==> src/rtl/board_frame_painter.sv <==
`default_nettype none
// ============================================================================
// Module      : board_frame_painter
// Description : Paints a BOARD_W x BOARD_H board into video RAM, one pixel per
//               cycle, with a pointer-cell border and per-status cell colours.
// Revision    : 1.0 - initial release
// ============================================================================
module board_frame_painter #(
    parameter int BOARD_W     = 16,
    parameter int BOARD_H     = 16,
    parameter int CELL_W      = 7,
    parameter int CELL_H      = 7,
    parameter int STATUS_BITS = 2,
    parameter int COLOR_BITS  = 3,
    parameter int ADDR_BITS   = 14,
    parameter int PTR_BITS    = 4,
    parameter logic [COLOR_BITS-1:0] COL_EMPTY = 3'b111,
    parameter logic [COLOR_BITS-1:0] COL_BLACK = 3'b000,
    parameter logic [COLOR_BITS-1:0] COL_BLUE  = 3'b001,
    parameter logic [COLOR_BITS-1:0] COL_WIN   = 3'b110,
    parameter logic [COLOR_BITS-1:0] COL_PTR   = 3'b100
) (
    input  logic                                   Clck,
    input  logic                                   Reset,
    input  logic                                   in_cont_signal,
    input  logic                                   next_out_cont_signal,
    input  logic [BOARD_W*BOARD_H*STATUS_BITS-1:0] board,
    input  logic [PTR_BITS-1:0]                    pointer_x,
    input  logic [PTR_BITS-1:0]                    pointer_y,
    output logic [ADDR_BITS-1:0]                   mem_addr,
    output logic [COLOR_BITS-1:0]                  mem_data,
    output logic                                   mem_wren,
    output logic                                   out_cont_signal,
    output logic                                   busy
);

    localparam int BB    = BOARD_W * BOARD_H * STATUS_BITS;
    localparam int SCR_W = BOARD_W * CELL_W;
    localparam int CX_W  = (BOARD_W > 1) ? $clog2(BOARD_W) : 1;
    localparam int CY_W  = (BOARD_H > 1) ? $clog2(BOARD_H) : 1;
    localparam int PX_W  = (CELL_W  > 1) ? $clog2(CELL_W)  : 1;
    localparam int PY_W  = (CELL_H  > 1) ? $clog2(CELL_H)  : 1;

    localparam logic [1:0] S_IDLE = 2'd0;
    localparam logic [1:0] S_FILL = 2'd1;
    localparam logic [1:0] S_DONE = 2'd2;

    logic [1:0]            state_q, state_d;
    logic [BB-1:0]         board_q, board_d;
    logic [PTR_BITS-1:0]   ptr_x_q, ptr_x_d, ptr_y_q, ptr_y_d;
    logic [CX_W-1:0]       cx_q, cx_d;
    logic [CY_W-1:0]       cy_q, cy_d;
    logic [PX_W-1:0]       px_q, px_d;
    logic [PY_W-1:0]       py_q, py_d;
    logic [ADDR_BITS-1:0]  addr_q, addr_d;
    logic [COLOR_BITS-1:0] data_q, data_d;
    logic                  wren_q, wren_d;
    logic                  done_q, done_d;

    logic                  last_px, last_py, last_cx, last_cy, cell_end, frame_end;
    logic [CX_W-1:0]       nx_cx;
    logic [CY_W-1:0]       nx_cy;
    logic [PX_W-1:0]       nx_px;
    logic [PY_W-1:0]       nx_py;
    logic [BB-1:0]         src_board, shifted;
    logic [PTR_BITS-1:0]   src_ptr_x, src_ptr_y;
    logic [STATUS_BITS-1:0] status;
    logic                  on_border, in_ptr_cell;
    logic [31:0]           full_addr;
    logic [COLOR_BITS-1:0] pix_colour;

    // State register and all datapath registers
    always_ff @(posedge Clck) begin
        if (!Reset) begin
            state_q <= S_IDLE;
            board_q <= '0;
            ptr_x_q <= '0;
            ptr_y_q <= '0;
            cx_q    <= '0;
            cy_q    <= '0;
            px_q    <= '0;
            py_q    <= '0;
            addr_q  <= '0;
            data_q  <= '0;
            wren_q  <= 1'b0;
            done_q  <= 1'b0;
        end else begin
            state_q <= state_d;
            board_q <= board_d;
            ptr_x_q <= ptr_x_d;
            ptr_y_q <= ptr_y_d;
            cx_q    <= cx_d;
            cy_q    <= cy_d;
            px_q    <= px_d;
            py_q    <= py_d;
            addr_q  <= addr_d;
            data_q  <= data_d;
            wren_q  <= wren_d;
            done_q  <= done_d;
        end
    end

    assign last_px   = (px_q == PX_W'(CELL_W - 1));
    assign last_py   = (py_q == PY_W'(CELL_H - 1));
    assign last_cx   = (cx_q == CX_W'(BOARD_W - 1));
    assign last_cy   = (cy_q == CY_W'(BOARD_H - 1));
    assign cell_end  = last_px && last_py;
    assign frame_end = cell_end && last_cx && last_cy;

    always_comb begin
        state_d = state_q;
        case (state_q)
            S_IDLE:  if (in_cont_signal)       state_d = S_FILL;
            S_FILL:  if (frame_end)            state_d = S_DONE;
            S_DONE:  if (next_out_cont_signal) state_d = S_IDLE;
            default:                           state_d = S_IDLE;
        endcase
    end

    // Position of the pixel to be presented after the coming edge
    always_comb begin
        if (state_q == S_IDLE) begin
            nx_px = '0;
            nx_py = '0;
            nx_cx = '0;
            nx_cy = '0;
        end else begin
            nx_px = last_px ? '0 : px_q + PX_W'(1);
            nx_py = last_px ? (last_py ? '0 : py_q + PY_W'(1)) : py_q;
            nx_cx = cell_end ? (last_cx ? '0 : cx_q + CX_W'(1)) : cx_q;
            nx_cy = (cell_end && last_cx) ? (last_cy ? '0 : cy_q + CY_W'(1)) : cy_q;
        end
    end

    // The first pixel is coloured straight from the inputs being latched
    assign src_board = (state_q == S_IDLE) ? board     : board_q;
    assign src_ptr_x = (state_q == S_IDLE) ? pointer_x : ptr_x_q;
    assign src_ptr_y = (state_q == S_IDLE) ? pointer_y : ptr_y_q;

    always_comb begin
        shifted     = src_board >> ((int'(nx_cy) * BOARD_W + int'(nx_cx)) * STATUS_BITS);
        status      = shifted[STATUS_BITS-1:0];
        on_border   = (nx_px == '0) || (nx_px == PX_W'(CELL_W - 1)) ||
                      (nx_py == '0) || (nx_py == PY_W'(CELL_H - 1));
        in_ptr_cell = (int'(nx_cx) == int'(src_ptr_x)) && (int'(nx_cy) == int'(src_ptr_y));
        full_addr   = 32'(int'(nx_cx) * CELL_W + int'(nx_px) +
                          (int'(nx_cy) * CELL_H + int'(nx_py)) * SCR_W);
        if (in_ptr_cell && on_border)
            pix_colour = COL_PTR;
        else if (status == STATUS_BITS'(1))
            pix_colour = COL_BLACK;
        else if (status == STATUS_BITS'(2))
            pix_colour = COL_BLUE;
        else if (status == STATUS_BITS'(3))
            pix_colour = COL_WIN;
        else
            pix_colour = COL_EMPTY;
    end

    always_comb begin
        board_d = board_q;
        ptr_x_d = ptr_x_q;
        ptr_y_d = ptr_y_q;
        cx_d    = cx_q;
        cy_d    = cy_q;
        px_d    = px_q;
        py_d    = py_q;
        addr_d  = addr_q;
        data_d  = data_q;
        wren_d  = 1'b0;
        done_d  = 1'b0;
        case (state_q)
            S_IDLE: begin
                if (in_cont_signal) begin
                    board_d = board;
                    ptr_x_d = pointer_x;
                    ptr_y_d = pointer_y;
                    cx_d    = nx_cx;
                    cy_d    = nx_cy;
                    px_d    = nx_px;
                    py_d    = nx_py;
                    addr_d  = ADDR_BITS'(full_addr);
                    data_d  = pix_colour;
                    wren_d  = 1'b1;
                end
            end
            S_FILL: begin
                if (frame_end) begin
                    done_d = 1'b1;
                end else begin
                    cx_d   = nx_cx;
                    cy_d   = nx_cy;
                    px_d   = nx_px;
                    py_d   = nx_py;
                    addr_d = ADDR_BITS'(full_addr);
                    data_d = pix_colour;
                    wren_d = 1'b1;
                end
            end
            S_DONE: begin
                done_d = !next_out_cont_signal;
            end
            default: begin
                done_d = 1'b0;
            end
        endcase
    end

    assign mem_addr        = addr_q;
    assign mem_data        = data_q;
    assign mem_wren        = wren_q;
    assign out_cont_signal = done_q;
    assign busy            = (state_q == S_FILL);

endmodule
`default_nettype wire

==> config.mk <==
export PLATFORM = sky130hd
export DESIGN_NAME = board_frame_painter
export DESIGN_NICKNAME = d
export VERILOG_FILES = /design/src/rtl/board_frame_painter.sv
export SDC_FILE = /design/constraint.sdc
export NUM_CORES = 2
export LEC_CHECK = 0
export ABC_AREA = 1
export CAP_MARGIN = 20
export CELL_PAD_IN_SITES_DETAIL_PLACEMENT = 1
export CELL_PAD_IN_SITES_GLOBAL_PLACEMENT = 2
export CORE_MARGIN = 1.5
export CORE_UTILIZATION = 29
export CTS_CLUSTER_SIZE = 10
export DETAILED_ROUTE_END_ITERATION = 8
export GPL_TIMING_DRIVEN = 0
export PLACE_DENSITY = 0.88
export SETUP_SLACK_MARGIN = 0.5
export SLEW_MARGIN = 10
export SYNTH_ARGS = -nofsm -noshare
export SYNTH_HDL_FRONTEND = slang
export SYNTH_SLANG_ARGS = --single-unit
==> constraint.sdc <==
create_clock -name Clck -period 6.9 [get_ports Clck]
set_input_delay 1.725 -clock Clck [delete_from_list [all_inputs] [get_ports Clck]]
set_output_delay 1.725 -clock Clck [all_outputs]
set_load 0.02 [all_outputs]
==> impl_metrics.py <==
metrics = {
    "setup_path": {
        "cp.required_ns": 7.42,
        "r2r_cells": 31,
        "rr_startpoint": "state_q[1]",
        "worstSetupPathType": "reg -> reg",
        "cpPeakStageDelay_ns": 0.54,
        "startpoint_type": "flip-flop",
        "r2r_end": "mem_addr[13]",
        "reg2reg_slack_ns": 0.69,
        "cp_slowest_cell": "fa_1",
        "cp_data_arrival_time_ns": 6.73,
        "end_kind": "flip-flop",
        "critical_path_peak_fanout": 10,
    },
    "finish": {
        "finalNonFillerCells": 6289,
        "nets": 5526,
        "fill_cells": 12537,
        "multi_input_area_um2": 15200,
        "area_delta_synth_final_pct": 33.4,
        "seq_area_um2": 11100,
        "drive_above_1_share_pct": 6.49,
    },
    "place": {
        "place_inst": 6149,
        "port_buffers": 542,
        "gp_congestion": 1.01,
        "preCtsSetupSlack_ns": -0.902,
        "dp_hpwl_um": 146000,
    },
    "route": {
        "vias": 35977,
        "wl_met1_um": 73500,
        "firstDrtPassIters": 9,
        "drc": 2,
        "drt_iter0_drc": 4064,
        "wl_met3_um": 21500,
        "wl_per_cell_um": 30.3,
        "via_per_inst": 5.72,
        "top_layer_used": "met5",
        "drtAntennaViolNets": 0,
        "routed_wl_um": 191000,
        "met2WireLength_um": 82600,
    },
    "die": {
        "dieArea_um2": 103000,
        "core_region_area_um2": 100000,
        "die_w_um": 320,
        "start_util_pct": 29.2,
        "rows": 116,
        "die_y_um": 320,
        "io_pins": 544,
    },
    "timing": {
        "min_period_ns": 6.21,
        "finalHoldViolCount": 0,
        "period_share_pct": 90.1,
        "setup_viol": 0,
        "rsz0062_at_grt": "false",
        "fin_skew_ns": 0.0351,
        "fmax_mhz": 161,
        "slew_viol_final": 0,
        "max_slew_margin_pct": 9.17,
        "whs_ns": 0.450,
        "final.setup.worst_slack_ns": 0.686,
        "worst_pin_slew_ns": 1.36,
    },
    "synth": {
        "synth.largest_area_cell": "dfxtp_1",
        "syn-cell-area_um2": 29200,
        "synth.avg_cell_area_um2": 6.79,
        "ys_seq_elements": 555,
        "synth_edf_count": 0,
        "syn_nets": 4882,
        "synthTopCellsByArea": "dfxtp_1 (38%), nand3_1 (9.1%), o21ai_0 (8.3%), nor2_1 (8.2%), nand2_1 (7.3%)",
        "synth_seq_area_share_pct": 38.0,
        "yosysWarnings": 0,
        "synth_top_area_share_pct": 38.0,
        "ys_types": 42,
        "ys.flop_type": "dfxtp_1",
        "synthCells": 4301,
        "async_flop_share_pct": 0,
    },
    "hold_path": {
        "min_from": "board_q[78]",
        "hold_end": "board_q[78]",
        "hp-class": "reg -> reg",
        "worstHoldPathCells": 2,
    },
    "global_route": {
        "grt_pass1_wl_um": 260000,
        "grtUsageTotal_pct": 35.9,
        "grt-ovfl-total": 0,
        "antenna_found_initial": 35,
        "grt_pass1_vias": 35338,
        "grt_max_degree": 13,
    },
    "clocking": {
        "clockBufferDepth": 3,
        "cts_tree": "done",
        "clock_latency_ns": 0.66,
        "cts_buffers": 70,
        "h-tree-depth": 3,
        "cts_sinks": 555,
        "clk_pin_slew_ns": 0.05,
        "cts_root_buf": "clkbuf_16",
    },
    "power": {
        "power_switching_w": 0.0109,
        "power.internal_w": 0.00971,
        "clkPwrFrac_pct": 17.6,
        "combPwrFrac_pct": 60.3,
        "pwr-share-seq_pct": 22.1,
        "ir_worst_vdd_mv": 0.245,
        "p_leak_nw": 15.9,
        "pwr_density_cell_nw_per_um2": 529,
        "switching_share_pct": 52.9,
    },
    "run": {
        "drv_cap": 0,
    },
    "run_status": {
        "status": "finished, violations left",
        "violations": "design-rule violations",
    },
}
## synth_stat cells, drive strengths merged (2+ instances only)
cell	instances
nand3b	2
or2	16
clkbuf	242
o211ai	33
clkinv	4
ha	40
a221oi	123
o21ai	491
nand2	573
buf	131
a211oi	10
nand4	90
inv	371
a21oi	371
o221a	13
fa	17
nor3	4
nand3	531
dfxtp	555
nor2	638
mux2i	11
xor2	16
xnor2	10
## worst max-delay path: cells and delay by family, from the launching register on
family | cells | cell delay (ns)
fa+ha+maj | 6 | 2.15
buf+inv | 10 | 1.50
simple gates | 7 | 0.84
compound gates | 5 | 0.67
xor+xnor | 3 | 0.57
flops | 1 | 0.35
## metal layers
metal  up-vias  track usage (%)
li1      15725                -
met1     17554             43.9
met2      2066             55.2
met3       598             10.7
met4        34             21.9
met5         -                0
## flip-flops by register name (all words and copies together), names as in the netlist
register / count
px_q: 3
mem_wren: 1
ptr_y_q: 4
cy_q: 4
mem_data: 3
out_cont_signal: 1
cx_q: 4
board_q: 512
py_q: 3
ptr_x_q: 4
state_q: 2
mem_addr: 14
## logic make-up after synthesis
family,after synthesis,synth area share [%]
xor gates and xnor gates,26,0.780
DFF,555,38.0
muxes,11,0.377
AOI/OAI and AO/OA,1046,20.2
and+or+nand+nor,1858,27.3
adders and majority gates,57,2.88
buffers and inverters,748,10.4
## power by group through the flow
stage	clock network, W	logic (W)	registers, W
final	0.00364	0.0124	0.00455
after global routing	0.00374	0.0130	0.00462
after CTS	0.00363	0.0117	0.00453
after detailed placement	0	0.0115	0.00459
after global placement	0	0.0112	0.00456
after floorplan	0	0.00647	0.00449
## metrics by stage
| stage | util [%] | setup TNS [ns] | total power, W | cell area (µm²) |
|---|---|---|---|---|
| floorplan | - | 0 | 0.0110 | 29200 |
| global placement | 36.3 | -2.29 | 0.0158 | 36300 |
| detailed placement | 36.4 | -3.08 | 0.0161 | 36400 |
| CTS | 38.7 | 0 | 0.0198 | 38700 |
| global route | 39.0 | 0 | 0.0214 | 39000 |
| finish | 39.0 | 0 | 0.0206 | 39000 |
## cell type report
type	count	area share [%]
Clock buffer	94	5.09
Tap cell	1298	4.17
Sequential cell	555	28.5
Clock inverter	11	0.327
Timing Repair Buffer	572	14.7
Inverter	375	3.66
Antenna cell	13	0.0835
Multi-Input combinational cell	2998	39.1
Buffer	373	4.38
## repair_timing
item | in CTS | in global routing
setup endpoints to repair | 8 | 4
setup buffers | 14 | 6
hold buffers | 0 | 0
gates resized for setup | 32 | 35
pin swaps | 6 | 16
## placed cells by master, fill, tap and decap left out, types with 27 or more instances in the layout
| cell | Yosys | final |
|---|---|---|
| nor2_1 | 636 | 633 |
| nand2_1 | 570 | 569 |
| dfxtp_1 | 555 | 555 |
| clkdlybuf4s50_1 | 0 | 542 |
| nand3_1 | 529 | 529 |
| o21ai_0 | 484 | 481 |
| a21oi_1 | 371 | 365 |
| inv_1 | 367 | 363 |
| clkbuf_1 | 242 | 250 |
| a221oi_1 | 123 | 123 |
| buf_2 | 96 | 92 |
| nand4_1 | 90 | 90 |
| clkbuf_16 | 0 | 72 |
| ha_1 | 40 | 36 |
| o211ai_1 | 33 | 33 |
| buf_4 | 10 | 27 |
## worst max-delay path by stage
stage / startpoint / to / slack, ns
6_report: state_q[1] / mem_addr[13] / 0.69
3_3_place_gp: state_q[0] / mem_addr[13] / -0.76
2_1_floorplan: state_q[0] / mem_addr[13] / 1.09
4_1_cts: state_q[0] / mem_addr[13] / 0.51
5_1_grt: state_q[1] / mem_addr[13] / 0.42
3_5_place_dp: state_q[1] / mem_addr[13] / -0.90
No activity file was read; power rests on OpenSTA's default activity.
